===== src/rtl/mem_rd_port_arbiter.sv =====
// Arbitrates the operand SRAM read port between the A and B address FIFOs and routes returns by tag.
// Build option: define ARB_FIXED_PRIO_A_EN for fixed A-over-B priority instead of round-robin.
module mem_rd_port_arbiter #(
  parameter int ADDR_WIDTH      = 16,
  parameter int BUS_WIDTH_BYTES = 32,
  parameter int MAX_OUTSTANDING = 4,
  parameter int DATA_FIFO_DEPTH = 8
) (
  input  logic                         clk,
  input  logic                         reset,
  input  logic                         enable_i,
  input  logic [ADDR_WIDTH-1:0]        a_addr_i,
  input  logic                         a_valid_i,
  output logic                         a_pop_o,
  input  logic [ADDR_WIDTH-1:0]        b_addr_i,
  input  logic                         b_valid_i,
  output logic                         b_pop_o,
  output logic [ADDR_WIDTH-1:0]        mem_addr_o,
  output logic                         mem_rd_o,
  input  logic [8*BUS_WIDTH_BYTES-1:0] mem_rdata_i,
  input  logic                         mem_rvalid_i,
  output logic [8*BUS_WIDTH_BYTES-1:0] a_data_o,
  output logic                         a_data_valid_o,
  output logic [8*BUS_WIDTH_BYTES-1:0] b_data_o,
  output logic                         b_data_valid_o,
  input  logic                         a_data_pop_i,
  input  logic                         b_data_pop_i,
  output logic                         busy_o,
  output logic                         error_o
);

  localparam int DW = 8 * BUS_WIDTH_BYTES;
  localparam int CW = $clog2(DATA_FIFO_DEPTH) + 1;
  localparam int TW = $clog2(MAX_OUTSTANDING) + 1;
  localparam int PW = $clog2(MAX_OUTSTANDING);
  localparam logic [CW-1:0] CRED_MAX = CW'(DATA_FIFO_DEPTH);
  localparam logic [TW-1:0] TAG_MAX  = TW'(MAX_OUTSTANDING);

  typedef enum logic [1:0] {IDLE, RUN, DRAIN} state_e;

  state_e                state_q, state_d;
  logic [CW-1:0]         cred_a_q, cred_a_d, cred_b_q, cred_b_d;
  logic [TW-1:0]         tag_cnt_q, tag_cnt_d;
  logic [PW-1:0]         wr_ptr_q, rd_ptr_q;
  logic                  tag_mem_q [MAX_OUTSTANDING];
  logic [ADDR_WIDTH-1:0] mem_addr_q;
  logic                  mem_rd_q;
  logic [DW-1:0]         a_data_q, b_data_q;
  logic                  a_dv_q, b_dv_q;
  logic                  error_q;

  logic grant_ok, elig_a, elig_b, gnt_a, gnt_b;
  logic tag_push, tag_pop, rsp_tag;

  assign grant_ok = (state_q == RUN) && enable_i && (tag_cnt_q != TAG_MAX);
  assign elig_a   = grant_ok && a_valid_i && (cred_a_q != '0);
  assign elig_b   = grant_ok && b_valid_i && (cred_b_q != '0);

`ifdef ARB_FIXED_PRIO_A_EN
  assign gnt_a = elig_a;
  assign gnt_b = elig_b && !elig_a;
`else
  // Set after an A grant, so B is preferred next time both sides compete.
  logic rr_b_q;

  assign gnt_a = elig_a && (!elig_b || !rr_b_q);
  assign gnt_b = elig_b && (!elig_a || rr_b_q);

  always_ff @(posedge clk or posedge reset) begin
    if (reset)              rr_b_q <= 1'b0;
    else if (gnt_a || gnt_b) rr_b_q <= gnt_a;
  end
`endif

  assign a_pop_o  = gnt_a;
  assign b_pop_o  = gnt_b;
  assign tag_push = gnt_a || gnt_b;
  assign tag_pop  = mem_rvalid_i && (tag_cnt_q != '0);
  assign rsp_tag  = tag_mem_q[rd_ptr_q];

  function automatic logic [CW-1:0] credit_next(input logic [CW-1:0] cur,
                                                input logic gnt, input logic pop);
    logic [CW-1:0] res;
    res = cur;
    if (gnt && !pop)                          res = cur - CW'(1);
    else if (!gnt && pop && cur != CRED_MAX)  res = cur + CW'(1);
    return res;
  endfunction

  always_comb begin
    cred_a_d  = credit_next(cred_a_q, gnt_a, a_data_pop_i);
    cred_b_d  = credit_next(cred_b_q, gnt_b, b_data_pop_i);
    tag_cnt_d = tag_cnt_q;
    if (tag_push && !tag_pop)      tag_cnt_d = tag_cnt_q + TW'(1);
    else if (!tag_push && tag_pop) tag_cnt_d = tag_cnt_q - TW'(1);
  end

  always_comb begin
    // NOTE: default assignment first so no path leaves state_d unassigned (no latch).
    state_d = state_q;
    unique case (state_q)
      IDLE:    if (enable_i) state_d = RUN;
      RUN:     if (!enable_i) state_d = DRAIN;
      DRAIN: begin
        if (enable_i)                                state_d = RUN;
        else if (tag_cnt_q == '0 && !mem_rvalid_i)   state_d = IDLE;
      end
      default: state_d = IDLE;
    endcase
  end

  // NOTE: the tag array has no reset; entries are only read while the count says they are valid.
  always_ff @(posedge clk) begin
    if (tag_push) tag_mem_q[wr_ptr_q] <= gnt_b;
  end

  // NOTE: sequential state uses non-blocking assignments so all registers update from pre-edge values.
  always_ff @(posedge clk or posedge reset) begin
    if (reset) begin
      state_q    <= IDLE;
      cred_a_q   <= CRED_MAX;
      cred_b_q   <= CRED_MAX;
      tag_cnt_q  <= '0;
      wr_ptr_q   <= '0;
      rd_ptr_q   <= '0;
      mem_addr_q <= '0;
      mem_rd_q   <= 1'b0;
      a_data_q   <= '0;
      b_data_q   <= '0;
      a_dv_q     <= 1'b0;
      b_dv_q     <= 1'b0;
      error_q    <= 1'b0;
    end else begin
      state_q   <= state_d;
      cred_a_q  <= cred_a_d;
      cred_b_q  <= cred_b_d;
      tag_cnt_q <= tag_cnt_d;
      mem_rd_q  <= tag_push;
      if (tag_push) begin
        wr_ptr_q   <= wr_ptr_q + PW'(1);
        mem_addr_q <= gnt_a ? a_addr_i : b_addr_i;
      end
      if (tag_pop) rd_ptr_q <= rd_ptr_q + PW'(1);
      a_dv_q <= tag_pop && !rsp_tag;
      b_dv_q <= tag_pop && rsp_tag;
      if (tag_pop && !rsp_tag) a_data_q <= mem_rdata_i;
      if (tag_pop && rsp_tag)  b_data_q <= mem_rdata_i;
      // A return with nothing in flight is a protocol violation; latch it until reset.
      if (mem_rvalid_i && tag_cnt_q == '0) error_q <= 1'b1;
    end
  end

  assign mem_addr_o     = mem_addr_q;
  assign mem_rd_o       = mem_rd_q;
  assign a_data_o       = a_data_q;
  assign b_data_o       = b_data_q;
  assign a_data_valid_o = a_dv_q;
  assign b_data_valid_o = b_dv_q;
  assign error_o        = error_q;
  assign busy_o         = (state_q != IDLE) || (tag_cnt_q != '0);

endmodule


===== config.mk =====
export PLATFORM = sky130hd
export DESIGN_NAME = mem_rd_port_arbiter
export DESIGN_NICKNAME = d
export VERILOG_FILES = /design/src/rtl/mem_rd_port_arbiter.sv
export SDC_FILE = /design/constraint.sdc
export NUM_CORES = 1
export LEC_CHECK = 0
export ABC_AREA = 1
export ABC_CLOCK_PERIOD_IN_PS = 23600
export BUFFER_PORTS_ARGS = -buffer_cell sky130_fd_sc_hd__clkbuf_2
export CAP_MARGIN = 10
export CORE_AREA = 2 2 320 322
export DETAILED_ROUTE_END_ITERATION = 8
export DIE_AREA = 0 0 322 324
export PLACE_DENSITY = 0.53
export SLEW_MARGIN = 20
export SYNTH_ARGS = -nofsm -noshare
export SYNTH_HDL_FRONTEND = slang
export SYNTH_SLANG_ARGS = --single-unit

===== constraint.sdc =====
create_clock -name clk -period 23.6 [get_ports clk]
set_clock_uncertainty 0.1 [all_clocks]
set_input_delay 2.36 -clock clk [delete_from_list [all_inputs] [get_ports clk]]
set_output_delay 2.36 -clock clk [all_outputs]
set_load 0.005 [all_outputs]

Yosys cells after proc, flatten, opt, wreduce, memory -nomap -nowiden
Memories as Yosys holds them, arrays and structs flattened.
Cells that the tools add are included.
- $add $sub $neg: 8
- eq/ne operators: 8
- multiplexer cells: 14
- reduce and logical (&&, ||, !) cells: 46
- operators with widths (cell ; number):
    1-bit logical AND ; 21
    16-bit 2-to-1 mux ; 1
    4-bit 2-to-1 mux ; 4
    1-bit zero test ; 11
    4-bit by 1-bit adder with 4-bit output (second input constant) ; 2
    2-bit 2-to-1 mux ; 4
    4-bit inequality test (second input constant) ; 2
    2-bit nonzero test ; 4
    4-bit nonzero test ; 2
    4-bit by 1-bit subtractor with 4-bit output (second input constant) ; 2
    3-bit 2-to-1 mux ; 2
    3-bit inequality test (second input constant) ; 2
    2-bit case mux with 3 select lines ; 1
    2-bit by 1-bit adder with 2-bit output (second input constant) ; 2
    1-bit logical OR ; 4
    2-bit inequality test (second input constant) ; 2
    3-bit by 1-bit adder with 3-bit output (second input constant) ; 1
    3-bit zero test ; 1
    3-bit AND reduction ; 1
    3-bit nonzero test ; 1
    3-bit by 1-bit subtractor with 3-bit output (second input constant) ; 1
    2-bit by 1-bit equality test with 1-bit output (second input constant) ; 1
    2-bit equality test (second input constant) ; 1
    2-bit zero test ; 1
    1-bit 2-to-1 mux ; 2
- register bits after elaboration: 550
- RAM bits: 4
- input port bits: 296
- output and inout bits: 535
- word-level logic and storage cells: 91
- memories kept: 1
- memories (name ; depth ; width ; read ports ; clocked after memory_dff ; write ports ; line ; RTL):
    tag_mem_q ; 4 ; 1 ; 1 ; 0 ; 1 ; 45 ; logic tag_mem_q [MAX_OUTSTANDING];

Longest topological paths before layout
Gate-level depths: netlist of run 1.
- word-level depth: 13
- mapped depth: 14
- depth with buffers taken out: 14

Least setup slack after synthesis of run 1
No wires, ideal clock.
- path kind: input to output
- start: input port enable_i
- end: output port a_pop_o
- arrival: 3.271 ns
- required time: 21.140 ns
- setup slack: 17.869 ns
- stages on the path: 8
- path buffers: 1
- cell sequence: nand2_1 > nor2_2 > nand2_1 > nor2_4 > nand2_4 > nand2_4 > clkinv_1 > buf_2
- word-level cells in the longest chain between the ends: 7
- elaborated cells between the ends (all ways): 9
- those cells by class: reduce/logical (9)
- ends and longest elaborated chain (element ; line ; RTL):
    from (decl) ; 11 ; input logic enable_i,
    1-bit logical AND (*) (2 in series) ; 55 ; assign grant_ok = (state_q == RUN) && enable_i && (tag_cnt_q != TAG_MAX);
    1-bit logical AND (2 in series) ; 57 ; assign elig_b = grant_ok && b_valid_i && (cred_b_q != '0);
    1-bit zero test ; 66 ; assign gnt_a = elig_a && (!elig_b || !rr_b_q);
    1-bit logical OR ; 66 ;
    1-bit logical AND (*) ; 66 ;
    to (decl) ; 14 ; output logic a_pop_o,
Every way passes the cells marked *; elsewhere a longest branch is shown, timed or not.

Worst setup path after layout of run 1
Same ends and word-level chain as after synthesis.

==> out/metrics.cfg, run 1 <==
[status]
status = finished clean

[sta]
finalCritPeriodShare_pct = 26.9
fmaxAchievable_mhz = 158
drv_slew = 0
final-hold-violation-count = 0
grt_setup_unrepaired = false
fin_setup_tns_ps = 0
fin_ws_ps = 17260
slew_headroom_pct = 28.8
setup_viol = 0
min_period_ps = 6340
worst_slew_pin_slew_ps = 1070

[setup_path]
reg2reg_depth = 6
critPathRequiredTime_ps = 21140
r2r-end = a_data_o[14]
reg2reg_setup_slack_ps = 19720
r2r_start = tag_cnt_q[0]
critPathLaunchType = primary input
worstSetupEndpointType = primary output
crit_fanout = 19
critical_path_class = primary input to primary output
crit_arrival_ps = 3880

[die]
die_h_um = 324
ios = 831
start_util_pct = 20.7
die_area_mm2 = 0.104
fp.dieW_um = 322
row_count = 117
core-area_mm2 = 0.101

[clock_tree]
cts_tree = done
cts_sinks = 554
ctsHoldBuffers = 0
cts_resized = 0
cts.clk_slew.worst_paths_ps = 60
cts_max_level = 2
cts_inserted_buffers = 61
cts.path.max_buffers = 3
root_buffer = clkbuf_16
postCtsSetupBuffers = 0
clk_latency_ps = 630

[global_route]
antenna_found_initial = 0
grt_pass1_wl_um = 98400
gr-total-overflow = 0
grtUsageTotal_pct = 12.0
grt_pass1_vias = 16600
grt_max_degree = 228

[drt]
viasPerCell = 3.89
drtIter0Drc = 983
drt.antenna.violating_nets = 0
wl_per_cell_um = 15.4
vias = 16800
drt_pre_antenna_iters = 4
totalWireLength_um = 66300
drc_errors = 0

[synth]
syn_inst = 2153
syn-num-nets = 2459
ys_ff_latch = 554
yosys.cell_types.count = 33
synth-warning-count = 0
netlist_area_mm2 = 0.0210
synth_seq_area_share_pct = 66.3
avgSynthCellArea_um2 = 9.73

[finish]
stdcell_count = 4307
final_area_mm2 = 0.0286
antenna_cells = 0
syn2layout_area_growth_pct = 36.7
final_nets = 3251
filler_cell_count = 10900
drive_gt1_share_pct = 32.6

[run]
drv_cap = 0

[pwr]
power_density_mw_per_mm2 = 142
p_leak_nw = 15.4
ir_drop_mv = 0.0880

[min_path]
hold_depth = 1
hold_path.startpoint = error_o
hold_class = flip-flop to flip-flop
whs_endpoint = error_o

[placement]
port_buffers = 830
pre_cts_ws_ps = 17260
placement.cell_area_mm2 = 0.0264
place_congestion = 0.781
dp_hpwl_um = 48600
dp_cells = 4190

## sequential cells by signal, indices dropped and copies added (netlist names)
signal and flops:
a_data_o 256, a_data_valid_o 1, b_data_o 256, b_data_valid_o 1, cred_a_q 4, cred_b_q 4, error_o 1, mem_addr_o 16
mem_rd_o 1, rd_ptr_q 2, rr_b_q 1, state_q 2, tag_cnt_q 3, tag_mem_q 4, wr_ptr_q 2
## cells in the mapped netlist
cell type    n  share of area, %
buf_6        2              0.11
clkbuf_1    51              0.91
a21oi_1      5              0.12
nor2_2       3             0.090
nand4_1      3             0.090
nand2_4      3              0.16
ha_1         8              0.48
mux2_2       1             0.054
nand2_1    574                10
fa_1         2              0.19
o21bai_1     1             0.036
buf_4        1             0.036
nor2_4       3              0.16
dfstp_2      2              0.25
xor2_1       8              0.33
o21ai_0    492                12
inv_1      285               5.1
a31o_2       1             0.042
a32o_1       1             0.048
nor2_1      29              0.52
nand3_1      7              0.17
o21ai_1     28              0.67
inv_2        3             0.054
clkinv_1     1             0.018
dfrtp_1    548                65
xnor2_1      3              0.13
a31oi_1     16              0.48
nor3_2       1             0.048
edfxtp_1     4              0.57
nand2_2      1             0.030
nand3_2      2             0.096
buf_2       63               1.5
a221oi_1     1             0.042
## final cells by class
type,instances,area (um2),share of cell area [%]
Sequential cell,554,13900,48.5
Multi-Input combinational cell,1193,5460,19.1
Timing Repair Buffer,846,4310,15.0
Inverter,289,1100,3.84
Tap cell,1309,1640,5.72
Clock inverter,27,378,1.32
Clock buffer,89,1880,6.55
## power by group
| group | internal, mW | switching [mW] | leakage (nW) |
|---|---|---|---|
| clock network | 0.648 | 0.407 | 1.11 |
| logic | 0.543 | 0.796 | 7.50 |
| registers | 1.41 | 0.262 | 6.83 |
| total | 2.60 | 1.46 | 15.4 |
## worst max path at each step
stage	startpoint	slack, ps	to
final	enable_i	17260	a_pop_o
after global routing	enable_i	17080	a_pop_o
after CTS	enable_i	17240	a_pop_o
after detailed placement	enable_i	17260	a_pop_o
after global placement	enable_i	17240	a_pop_o
after floorplan	reset	5770	a_data_o[0]
## critical path, cell delays in order
cell	delay (ps)
clkbuf_2	100
nand2_1	60
nor2_2	100
nand2_1	100
nor2_4	170
nand2_4	90
nand2_4	190
clkinv_1	450
clkbuf_2	250
## kinds of logic (layout without fill, tap and decap cells)
family	Yosys count	after routing	synth area share, %
DFF	554	554	66.3
adders and majority gates	10	10	0.669
muxes	1	1	0.0537
and+or+nand+nor	626	626	11.6
xor gates and xnor gates	11	11	0.460
AOI/OAI and AO/OA	545	545	13.2
buffers and inverters	406	1251	7.74
## cell usage in the layout, fill, tap and decap left out, types with 2 or more instances in the layout
cell type | synthesis | final
inv_2 | 3 | 2
a21oi_1 | 5 | 5
clkinv_2 | 0 | 12
clkbuf_1 | 51 | 7
nor2_4 | 3 | 3
ha_1 | 8 | 8
dfrtp_1 | 548 | 548
nand3_2 | 2 | 2
nand2_4 | 3 | 4
nand4_1 | 3 | 3
bufinv_16 | 0 | 9
o21ai_1 | 28 | 28
clkbuf_8 | 0 | 18
xnor2_1 | 3 | 3
nand3_1 | 7 | 7
clkbuf_2 | 0 | 830
clkbuf_16 | 0 | 64
dfstp_2 | 2 | 2
a31oi_1 | 16 | 16
inv_1 | 285 | 284
clkinvlp_4 | 0 | 4
fa_1 | 2 | 2
nor2_2 | 3 | 3
inv_8 | 0 | 2
edfxtp_1 | 4 | 4
xor2_1 | 8 | 8
o21ai_0 | 492 | 492
nand2_1 | 574 | 573
buf_4 | 1 | 14
nor2_1 | 29 | 29
## routing by layer
| layer | track usage (%) | vias up | share of wire (%) |
|---|---|---|---|
| met4 | 3.66 | 0 | 2.5 |
| met5 | 0 | - | 0 |
| li1 | - | 8352 | - |
| met1 | 13.9 | 7777 | 39 |
| met2 | 21.0 | 555 | 50 |
| met3 | 4.03 | 90 | 8.0 |
## stage by stage
step | hold slack (ps) | utilization [%] | total power [mW]
6_report | 368 | 28.4 | 4.07
5_1_grt | 397 | 28.4 | 4.39
2_1_floorplan | 366 | - | 2.32
3_3_place_gp | 353 | 26.1 | 3.02
3_5_place_dp | 357 | 26.1 | 3.05
4_1_cts | 373 | 28.3 | 4.14
No activity file was read; power rests on OpenSTA's default activity.
==> run 2, diff against run 1 <==
--- a/config.mk
+++ b/config.mk
@@ -6,7 +6,7 @@
 export NUM_CORES = 1
 export LEC_CHECK = 0
 export ABC_AREA = 1
-export ABC_CLOCK_PERIOD_IN_PS = 23600
+export ABC_CLOCK_PERIOD_IN_PS = 6170
 export BUFFER_PORTS_ARGS = -buffer_cell sky130_fd_sc_hd__clkbuf_2
 export CAP_MARGIN = 10
 export CORE_AREA = 2 2 320 322
==> constraint.sdc (replaced) <==
create_clock -name clk -period 6.17 [get_ports clk]
set_clock_uncertainty 0.1 [all_clocks]
set_input_delay 0.617 -clock clk [delete_from_list [all_inputs] [get_ports clk]]
set_output_delay 0.617 -clock clk [all_outputs]
set_load 0.005 [all_outputs]
==> out/metrics.cfg, run 2 (same netlist as run 1, synthesis figures left out) <==
[drt]
totalWireLength_um = 67400  ; +1.7%
wl_per_cell_um = 15.7  ; +1.6%
drt.antenna.violating_nets = 0  ; unchanged
viasPerCell = 3.89  ; about the same
drt_pre_antenna_iters = 5  ; +1
drtIter0Drc = 969  ; -1.4%
vias = 16800  ; +0.036%
drc_errors = 0  ; unchanged

[pwr]
p_total_mw = 15.5  ; +280%
power_density_mw_per_mm2 = 540  ; +280%
ir_drop_mv = 0.302  ; +240%
p_leak_nw = 15.4  ; -0.14%

[setup_path]
critPathLaunchType = flip-flop
critPathRequiredTime_ps = 5450  ; -15,690 ps
crit_chain = nand2_1, nor2_2, nand2_1, nor2_4, nand2_4, nand2_4, clkinv_1, clkbuf_2
max_stage_delay_ps = 460  ; about the same
worstSetupEndpointType = primary output
critical_path_class = flip-flop to primary output
crit_buf_inv = 2  ; -1
crit_arrival_ps = 2510  ; -1370 ps
crit_fanout = 19  ; unchanged
cpLargestDelayFamily = simple AND/OR/NAND/NOR gates
cp_slowest_cell = clkinv_1

[die]
die_area_mm2 = 0.104  ; unchanged
core-area_mm2 = 0.101  ; unchanged
fp.dieW_um = 322  ; unchanged
die_h_um = 324  ; unchanged
ios = 831  ; unchanged
row_count = 117  ; unchanged
start_util_pct = 20.7  ; unchanged

[clock_tree]
cts.clk_slew.worst_paths_ps = 60  ; about the same
ctsHoldBuffers = 0  ; unchanged
cts_inserted_buffers = 68  ; +11%
postCtsSetupBuffers = 0  ; unchanged
cts_sinks = 554  ; unchanged
root_buffer = clkbuf_16
cts.path.max_buffers = 3  ; unchanged
cts_tree = done
cts_max_level = 3  ; +1
clk_latency_ps = 600  ; -30 ps
cts_resized = 0  ; unchanged

[sta]
drv_slew = 0  ; unchanged
grt_setup_unrepaired = false
finalCritPeriodShare_pct = 52.4
final-hold-violation-count = 0  ; unchanged
setup_viol = 0  ; unchanged
slew_headroom_pct = 27.3  ; -1.5 points
min_period_ps = 3230
worst_slew_pin_slew_ps = 1090  ; +22.3 ps
fin_setup_tns_ps = 0  ; unchanged
fmaxAchievable_mhz = 309

[finish]
syn2layout_area_growth_pct = 36.6  ; about the same
most-common-layout-cells = clkbuf_2, nand2_1, dfrtp_1
final_common_cell = clkbuf_2
regArea_mm2 = 0.0139  ; unchanged
drive_gt1_share_pct = 32.4  ; -0.21 points
multiInputGateArea_mm2 = 0.00546  ; unchanged
stdcell_count = 4309  ; +0.046%
final_nets = 3255  ; +0.12%
filler_cell_count = 10900  ; -0.22%
final_util_pct = 28.3  ; about the same

[global_route]
grtUsageTotal_pct = 12.3  ; +0.29 points
grt_pass1_vias = 16500  ; -0.28%
grt_pass1_wl_um = 99400  ; +0.99%
grt_max_degree = 212  ; -7.0%
gr-total-overflow = 0  ; unchanged
antenna_found_initial = 3  ; +3

[placement]
dp_hpwl_um = 49100  ; +1.1%
dp_cells = 4188  ; -0.048%
port_buffers = 830  ; unchanged
place_congestion = 0.798  ; +2.2%

[min_path]
hold_class = primary input to asynchronous set/reset pin

[status]
status = finished clean

[run]
drv_cap = 0  ; unchanged

-- run 2: cell types whose count changed in the layout (fill, tap and decap cells not counted), moves of 5 or more --
cell / previous run / this run
buf_12: 1 / 7
buf_4: 14 / 6
bufinv_16: 9 / 2
clkbuf_1: 7 / 14
clkbuf_16: 64 / 69
-- run 2: layout make-up --
| type | instances | area share [%] |
|---|---|---|
| Clock buffer | 99 | 6.99 |
| Sequential cell | 554 | 48.5 |
| Antenna cell | 1 | 0.00874 |
| Inverter | 289 | 3.83 |
| Timing Repair Buffer | 843 | 15.2 |
| Clock inverter | 21 | 0.704 |
| Tap cell | 1309 | 5.72 |
| Multi-Input combinational cell | 1193 | 19.1 |
-- run 2: through the flow --
stage | hold slack [ps] | area (um2) | setup WS, ps
2_1_floorplan | 366 | 21000 | -2030
3_3_place_gp | 365 | 26400 | 2950
3_5_place_dp | 362 | 26400 | 3000
4_1_cts | 69.9 | 28600 | 2840
5_1_grt | 91.9 | 28600 | 2710
6_report | 114 | 28600 | 2940
-- run 2: per-layer routing --
metal	wire length, um	vias up	global-route usage, %
met5	13	-	0
met2	32900	561	20.6
met1	27200	7745	14.7
li1	-	8358	-
met4	2000	2	4.90
met3	5340	114	4.02
-- run 2: path summary, 6_finish.rpt --
kind	startpoint	slack [ps]	to	cells past startpoint
min in group clk	enable_i	140	state_q[0]	3
setup / recovery	state_q[0]	2940	a_pop_o	8
hold reg to reg	error_o	370	error_o	1
setup reg to reg	tag_cnt_q[0]	3240	b_data_o[46]	7
hold / removal	reset	110	a_data_o[106]	2
max in group asynchronous	reset	4290	b_data_o[209]	3
-- run 2: worst reg2reg max path, cell delays in order (launching register included) --
cell     delay, ps
dfrtp_1        440
nor3_2         300
nor2_2         120
inv_1          110
nor2_2          80
inv_8          500
buf_12         580
o21ai_0        520
-- run 2: power breakdown --
part	switching (mW)	internal [mW]	leakage, nW
clock	1.60	2.34	1.09
sequential	0.985	5.40	6.83
combinational	3.05	2.08	7.50
